## config.mk

```make
export PLATFORM = sky130hd
export DESIGN_NAME = alu_nbit_seq_flat
export DESIGN_NICKNAME = d
export VERILOG_FILES = /design/src/rtl/alu_nbit_seq_if.sv /design/src/rtl/alu_nbit_seq.sv /design/src/flat_wrapper.sv
export SDC_FILE = /design/constraint.sdc
export NUM_CORES = 1
export LEC_CHECK = 0
export CORE_ASPECT_RATIO = 1.2
export CORE_MARGIN = 5
export CORE_UTILIZATION = 51
export DETAILED_ROUTE_END_ITERATION = 12
export MAX_ROUTING_LAYER = met4
export PLACE_DENSITY = 0.78
export SETUP_SLACK_MARGIN = 0.15
export SLEW_MARGIN = 20
export SYNTH_ARGS = -nofsm -noshare
export SYNTH_HDL_FRONTEND = slang
export SYNTH_SLANG_ARGS = --single-unit
export TNS_END_PERCENT = 30
```

## constraint.sdc

```tcl
create_clock -name clk -period 2.25 [get_ports clk]
set_input_delay 0.45 -clock clk [delete_from_list [all_inputs] [get_ports clk]]
set_output_delay 0.45 -clock clk [all_outputs]
set_load 0.005 [all_outputs]
```

## src/rtl/alu_nbit_seq_if.sv

```systemverilog
// alu_nbit_seq_if: request/response bundle for the sequential N-bit ALU.
//   master : drives start, a, b, ainvert, binvert, operation, mul_mode;
//            observes result, result_hi, carry_out, overflow, zero, busy, done.
//   slave  : the ALU side (directions mirrored).
interface alu_nbit_seq_if #(
  parameter int unsigned WIDTH = 8
);
  logic             start;
  logic [WIDTH-1:0] a;
  logic [WIDTH-1:0] b;
  logic             ainvert;
  logic             binvert;
  logic [1:0]       operation;
  logic             mul_mode;
  logic [WIDTH-1:0] result;
  logic [WIDTH-1:0] result_hi;
  logic             carry_out;
  logic             overflow;
  logic             zero;
  logic             busy;
  logic             done;

  modport master (
    output start, a, b, ainvert, binvert, operation, mul_mode,
    input  result, result_hi, carry_out, overflow, zero, busy, done
  );

  modport slave (
    input  start, a, b, ainvert, binvert, operation, mul_mode,
    output result, result_hi, carry_out, overflow, zero, busy, done
  );
endinterface

```

## src/rtl/alu_nbit_seq.sv

```systemverilog
// alu_nbit_seq: WIDTH-bit registered ALU (AND/OR/ADD/SLT with operand
// inversion) plus a WIDTH-cycle unsigned shift-add multiplier.
//   clk, rst_n : rising-edge clock, asynchronous active-low reset
//   bus        : alu_nbit_seq_if.slave -- start/operands/controls in,
//                result/result_hi/flags/busy/done out (all registered)
module alu_nbit_seq #(
  parameter int unsigned WIDTH = 8
) (
  input  logic           clk,
  input  logic           rst_n,
  alu_nbit_seq_if.slave  bus
);
  localparam int unsigned CW = (WIDTH > 2) ? $clog2(WIDTH) : 1;

  typedef enum logic {IDLE, MUL} state_t;
  state_t state, state_nxt;

  logic [WIDTH-1:0]   mcand, mplier;
  logic [2*WIDTH-1:0] acc, acc_step;
  logic [WIDTH:0]     partial;
  logic [CW-1:0]      cnt;

  logic [WIDTH-1:0]   a_p, b_p, alu_res;
  logic [WIDTH:0]     sum;
  logic               c_msb, ovf, less;
  logic               accept, last;

  logic [WIDTH-1:0]   result_r, result_hi_r;
  logic               carry_r, ovf_r, zero_r, busy_r, done_r;

  // Single-cycle datapath.
  always_comb begin
    a_p     = bus.ainvert ? ~bus.a : bus.a;
    b_p     = bus.binvert ? ~bus.b : bus.b;
    sum     = {1'b0, a_p} + {1'b0, b_p} + (WIDTH+1)'(bus.binvert);
    // Carry into the MSB recovered from the MSB sum bit.
    c_msb   = a_p[WIDTH-1] ^ b_p[WIDTH-1] ^ sum[WIDTH-1];
    ovf     = c_msb ^ sum[WIDTH];
    less    = sum[WIDTH-1] ^ ovf;
    alu_res = '0;
    case (bus.operation)
      2'b00:   alu_res = a_p & b_p;
      2'b01:   alu_res = a_p | b_p;
      2'b10:   alu_res = sum[WIDTH-1:0];
      default: alu_res = {{(WIDTH-1){1'b0}}, less};
    endcase
  end

  // One shift-add step: add into the upper half, then shift {carry, acc} right.
  always_comb begin
    partial  = {1'b0, acc[2*WIDTH-1:WIDTH]} + (mplier[0] ? {1'b0, mcand} : '0);
    acc_step = {partial, acc[WIDTH-1:1]};
  end

  assign accept = (state == IDLE) && bus.start;
  assign last   = (state == MUL) && (cnt == CW'(WIDTH-1));

  always_ff @(posedge clk or negedge rst_n) begin
    if (!rst_n) state <= IDLE;
    else        state <= state_nxt;
  end

  always_comb begin
    state_nxt = state;
    case (state)
      IDLE:    if (bus.start && bus.mul_mode) state_nxt = MUL;
      MUL:     if (last) state_nxt = IDLE;
      default: state_nxt = IDLE;
    endcase
  end

  always_ff @(posedge clk or negedge rst_n) begin
    if (!rst_n) begin
      mcand       <= '0;
      mplier      <= '0;
      acc         <= '0;
      cnt         <= '0;
      result_r    <= '0;
      result_hi_r <= '0;
      carry_r     <= 1'b0;
      ovf_r       <= 1'b0;
      zero_r      <= 1'b0;
      busy_r      <= 1'b0;
      done_r      <= 1'b0;
    end else begin
      done_r <= 1'b0;
      if (accept) begin
        if (bus.mul_mode) begin
          mcand  <= bus.a;
          mplier <= bus.b;
          acc    <= '0;
          cnt    <= '0;
          busy_r <= 1'b1;
        end else begin
          result_r    <= alu_res;
          result_hi_r <= '0;
          carry_r     <= sum[WIDTH];
          ovf_r       <= ovf;
          zero_r      <= (alu_res == '0);
          done_r      <= 1'b1;
        end
      end else if (state == MUL) begin
        acc    <= acc_step;
        mplier <= mplier >> 1;
        cnt    <= cnt + 1'b1;
        if (last) begin
          result_r    <= acc_step[WIDTH-1:0];
          result_hi_r <= acc_step[2*WIDTH-1:WIDTH];
          carry_r     <= 1'b0;
          ovf_r       <= |acc_step[2*WIDTH-1:WIDTH];
          zero_r      <= (acc_step == '0);
          busy_r      <= 1'b0;
          done_r      <= 1'b1;
        end
      end
    end
  end

  assign bus.result    = result_r;
  assign bus.result_hi = result_hi_r;
  assign bus.carry_out = carry_r;
  assign bus.overflow  = ovf_r;
  assign bus.zero      = zero_r;
  assign bus.busy      = busy_r;
  assign bus.done      = done_r;
endmodule

```

## src/flat_wrapper.sv

```systemverilog
// flat-port wrapper written by rule: the top's interface ports become plain ports
module alu_nbit_seq_flat 
#(
  parameter int unsigned WIDTH = 8
)
  (clk, rst_n, bus_start, bus_a, bus_b, bus_ainvert, bus_binvert, bus_operation, bus_mul_mode, bus_result, bus_result_hi, bus_carry_out, bus_overflow, bus_zero, bus_busy, bus_done);
  alu_nbit_seq_if #(.WIDTH(WIDTH)) bus_i ();
  input  logic clk;
  input  logic rst_n;
  input wire logic [$bits(bus_i.start)-1:0] bus_start;
  input wire logic [$bits(bus_i.a)-1:0] bus_a;
  input wire logic [$bits(bus_i.b)-1:0] bus_b;
  input wire logic [$bits(bus_i.ainvert)-1:0] bus_ainvert;
  input wire logic [$bits(bus_i.binvert)-1:0] bus_binvert;
  input wire logic [$bits(bus_i.operation)-1:0] bus_operation;
  input wire logic [$bits(bus_i.mul_mode)-1:0] bus_mul_mode;
  output wire logic [$bits(bus_i.result)-1:0] bus_result;
  output wire logic [$bits(bus_i.result_hi)-1:0] bus_result_hi;
  output wire logic [$bits(bus_i.carry_out)-1:0] bus_carry_out;
  output wire logic [$bits(bus_i.overflow)-1:0] bus_overflow;
  output wire logic [$bits(bus_i.zero)-1:0] bus_zero;
  output wire logic [$bits(bus_i.busy)-1:0] bus_busy;
  output wire logic [$bits(bus_i.done)-1:0] bus_done;
  assign bus_i.start = bus_start;
  assign bus_i.a = bus_a;
  assign bus_i.b = bus_b;
  assign bus_i.ainvert = bus_ainvert;
  assign bus_i.binvert = bus_binvert;
  assign bus_i.operation = bus_operation;
  assign bus_i.mul_mode = bus_mul_mode;
  assign bus_result = bus_i.result;
  assign bus_result_hi = bus_i.result_hi;
  assign bus_carry_out = bus_i.carry_out;
  assign bus_overflow = bus_i.overflow;
  assign bus_zero = bus_i.zero;
  assign bus_busy = bus_i.busy;
  assign bus_done = bus_i.done;
  alu_nbit_seq #(.WIDTH(WIDTH)) u_core (.clk(clk), .rst_n(rst_n), .bus(bus_i));
endmodule
```

==> run metrics <==
clk slew on worst S/H paths about 110 ps; via count 3547; Pwr per Cell Area between 1000 and 1500 nW/um2; number of DRC markers in iteration 0 approximately 370; Reg-to-Reg End u_core.bus.zero; initial core utilization between 50% and 60%; Worst-Margin Slew between 500 and 600 ps; Num CTS Buffers 5; setup violators final 6; utilization after layout about three quarters; fillers around 420; worst setup margin -214.8 ps; Largest delay share family, worst path simple AND/OR/NAND/NOR gates; Crit Path Max Fanout 8; ant diodes 0; first-pass GRT wire length between 15 and 20 mm; largest net degree at the start of global routing 43; routed length on met2 approximately 6.2 mm; Max stage delay on crit path between 400 and 500 ps; DIE WIDTH roughly 86 um; ys flop type dfrtp_1; vias in the first global route around 3700; share of layout cells above drive strength 1 roughly 36%; Clock Sinks 56; r2r worst-path depth 10; commonest cells in the netlist nand2_1 (67), dfrtp_1 (56), o21ai_0 (43), ha_1 (26); Area contributors post-synth dfrtp_1 (39%), ha_1 (9.2%), nand2_1 (7.1%); EDFF count, synth 0; Min-Delay Path Class in2async; initial antenna violation count 0; normalized max-slew margin between 60% and 70%; routed wire length ~12 mm; Leak 2.448 nW; io pins between 40 and 50; sequential share of the synthesized area 39.42%; Cell Area, Synth approximately 3600 um2; DR WL met3 715 um; Flop pwr share approximately a third; Int Power ~3.3 mW; Worst R2R Setup Slack -210 ps; Finished Cell Area 5223 um2; CTS tree yes; Setup Skew 6.411 ps; WS Path Type reg2reg; Cell Rows 33; CTS Buffer Depth 2; Post-Layout Cell Count 601; Pins Over Slew Limit 0; Synth Warn # 0; Max Cap Viol 0; routed vias/inst ~5.9; FF-to-FF Start u_core.mplier[0]; failing checks negative setup slack; Root Driver clkbuf_8; hpwl dp roughly 7.1 mm; Synth Instances slightly below 400; Critical path buffers and inverters 1; status finished with violations; Core ar. about 6800 um2; placed cells 573; Post-synth ARST share 100.0%; switch share about two fifths; Hold Buf Count CTS 0; WL met1 between 4 and 5 mm; dpl ws -758.6 ps; fin crit share 109.5%; Critical Path End Type register; post-route minimum period about 2500 ps; gr usage total roughly 26%; CP arrival around 2700 ps; Antenna Nets Post-Route 0; wire length per cell 19.32 um; Net Count, Synth about 440; Setup crit start u_core.mplier[0]; Max IR drop VDD around 0.63 mV; crit start category register; Fin. Hold Viols 0; DRC violations left 0; worst skew pair latency approximately 320 ps; post-synth top area cell dfrtp_1; Synth Register Bits 56; crit path cell chain and2_1, ha_2, buf_4, nand2_1, nor3_2, o22a_1, xnor2_2, nand4_1, o21ai_1, a31o_1; Crit path required time 2510 ps; DIE HEIGHT about 100 um; Nets around 570; H-tree depth 2; synth unique cells 53; Post-DP Area 4587 um2; Net Switching about 2.2 mW; top-count cell post-synth nand2_1; port bufs between 40 and 50; FMAX 0.4057 GHz; syn avg cell area approximately 9 um2; routability cong. ~0.93; uppermost layer routed met4; RSZ-0062 raised after global routing true; DIE AREA roughly 9000 um2; DR pass1 iterations 5; Slowest cell on crit path dfrtp_2; GR Overflow Total 0; power share of the clock group 10.9%; Area Growth Syn to Fin 46.92%; post-synth top area share around two fifths; Logic pwr share a little under three fifths
==> flip-flops by register name, indices dropped and copies added (netlist names) <==
signal,count
u_core.bus.carry_out,1
u_core.cnt,3
u_core.mcand,8
u_core.bus.result_hi,8
u_core.bus.zero,1
u_core.mplier,8
u_core.acc,15
u_core.bus.result,8
u_core.state,1
u_core.bus.done,1
u_core.bus.overflow,1
u_core.bus.busy,1
==> cells in the final DEF (no fill, tap or decap), types with 10 or more instances in the layout <==
| master | instances |
|---|---|
| o21ai_0 | 36 |
| buf_4 | 81 |
| inv_1 | 16 |
| ha_1 | 16 |
| clkdlybuf4s50_1 | 29 |
| nor2_1 | 19 |
| nand2_1 | 61 |
| dfrtp_1 | 55 |
| xor2_2 | 10 |
| nand3_1 | 10 |
==> final cells by class <==
class / count / area [um2] / share of cell area (%)
Inverter: 22 / 82.58 / 1.581
Multi-Input combinational cell: 294 / 2376 / 45.50
Tap cell: 87 / 108.9 / 2.084
Timing Repair Buffer: 134 / 1156 / 22.14
Clock buffer: 5 / 68.82 / 1.318
Sequential cell: 56 / 1403 / 26.86
Clock inverter: 3 / 27.53 / 0.5271
==> per-stage QoR <==
step / TNS [ps] / hold WS (ps) / power, mW
after floorplan: -80.93 / 154.4 / 3.059
after global placement: -5596 / 438.5 / 4.143
after detailed placement: -6334 / 444.6 / 4.270
after CTS: -64.35 / 102.7 / 5.136
after global routing: -984.5 / 119.7 / 5.869
final: -485.0 / 83.73 / 5.513
==> worst max path at each step <==
stage          depth (start not counted)               to
2_1_floorplan                         13  u_core.bus.zero
3_3_place_gp                          14  u_core.bus.zero
3_5_place_dp                          11  u_core.bus.zero
4_1_cts                                9  u_core.bus.zero
5_1_grt                               11  u_core.bus.zero
6_report                              10  u_core.bus.zero
==> routing by layer <==
metal	vias to the layer above	global-route usage (%)
met5	-	-
met4	0	12.59
met3	49	3.987
met2	190	45.88
met1	1729	27.64
li1	1579	-
==> cell families (layout without fill, tap and decap cells) <==
family	Yosys count	count (layout)	synth area share (%)
AOI/OAI and AO/OA	97	97	17.60
buffers and inverters	39	164	4.822
xor gates and xnor gates	26	26	7.146
DFF	56	56	39.42
adders and majority gates	28	28	10.28
muxes	15	15	4.506
and+or+nand+nor	128	128	16.23
==> what timing repair did <==
item / CTS / global route
buffers inserted: 13 / 7
resized for setup: 79 / 35
pin swaps: 40 / 29
setup endpoints to repair: 19 / 19
==> power by group through the flow <==
stage	Sequential (mW)	Combinational [mW]	Clock (mW)
after floorplan	1.66	1.40	0
after global placement	1.71	2.43	0
after detailed placement	1.73	2.54	0
after CTS	1.73	2.81	0.597
after global routing	1.79	3.44	0.638
final	1.76	3.16	0.599
(Power assumes the default switching activity.)
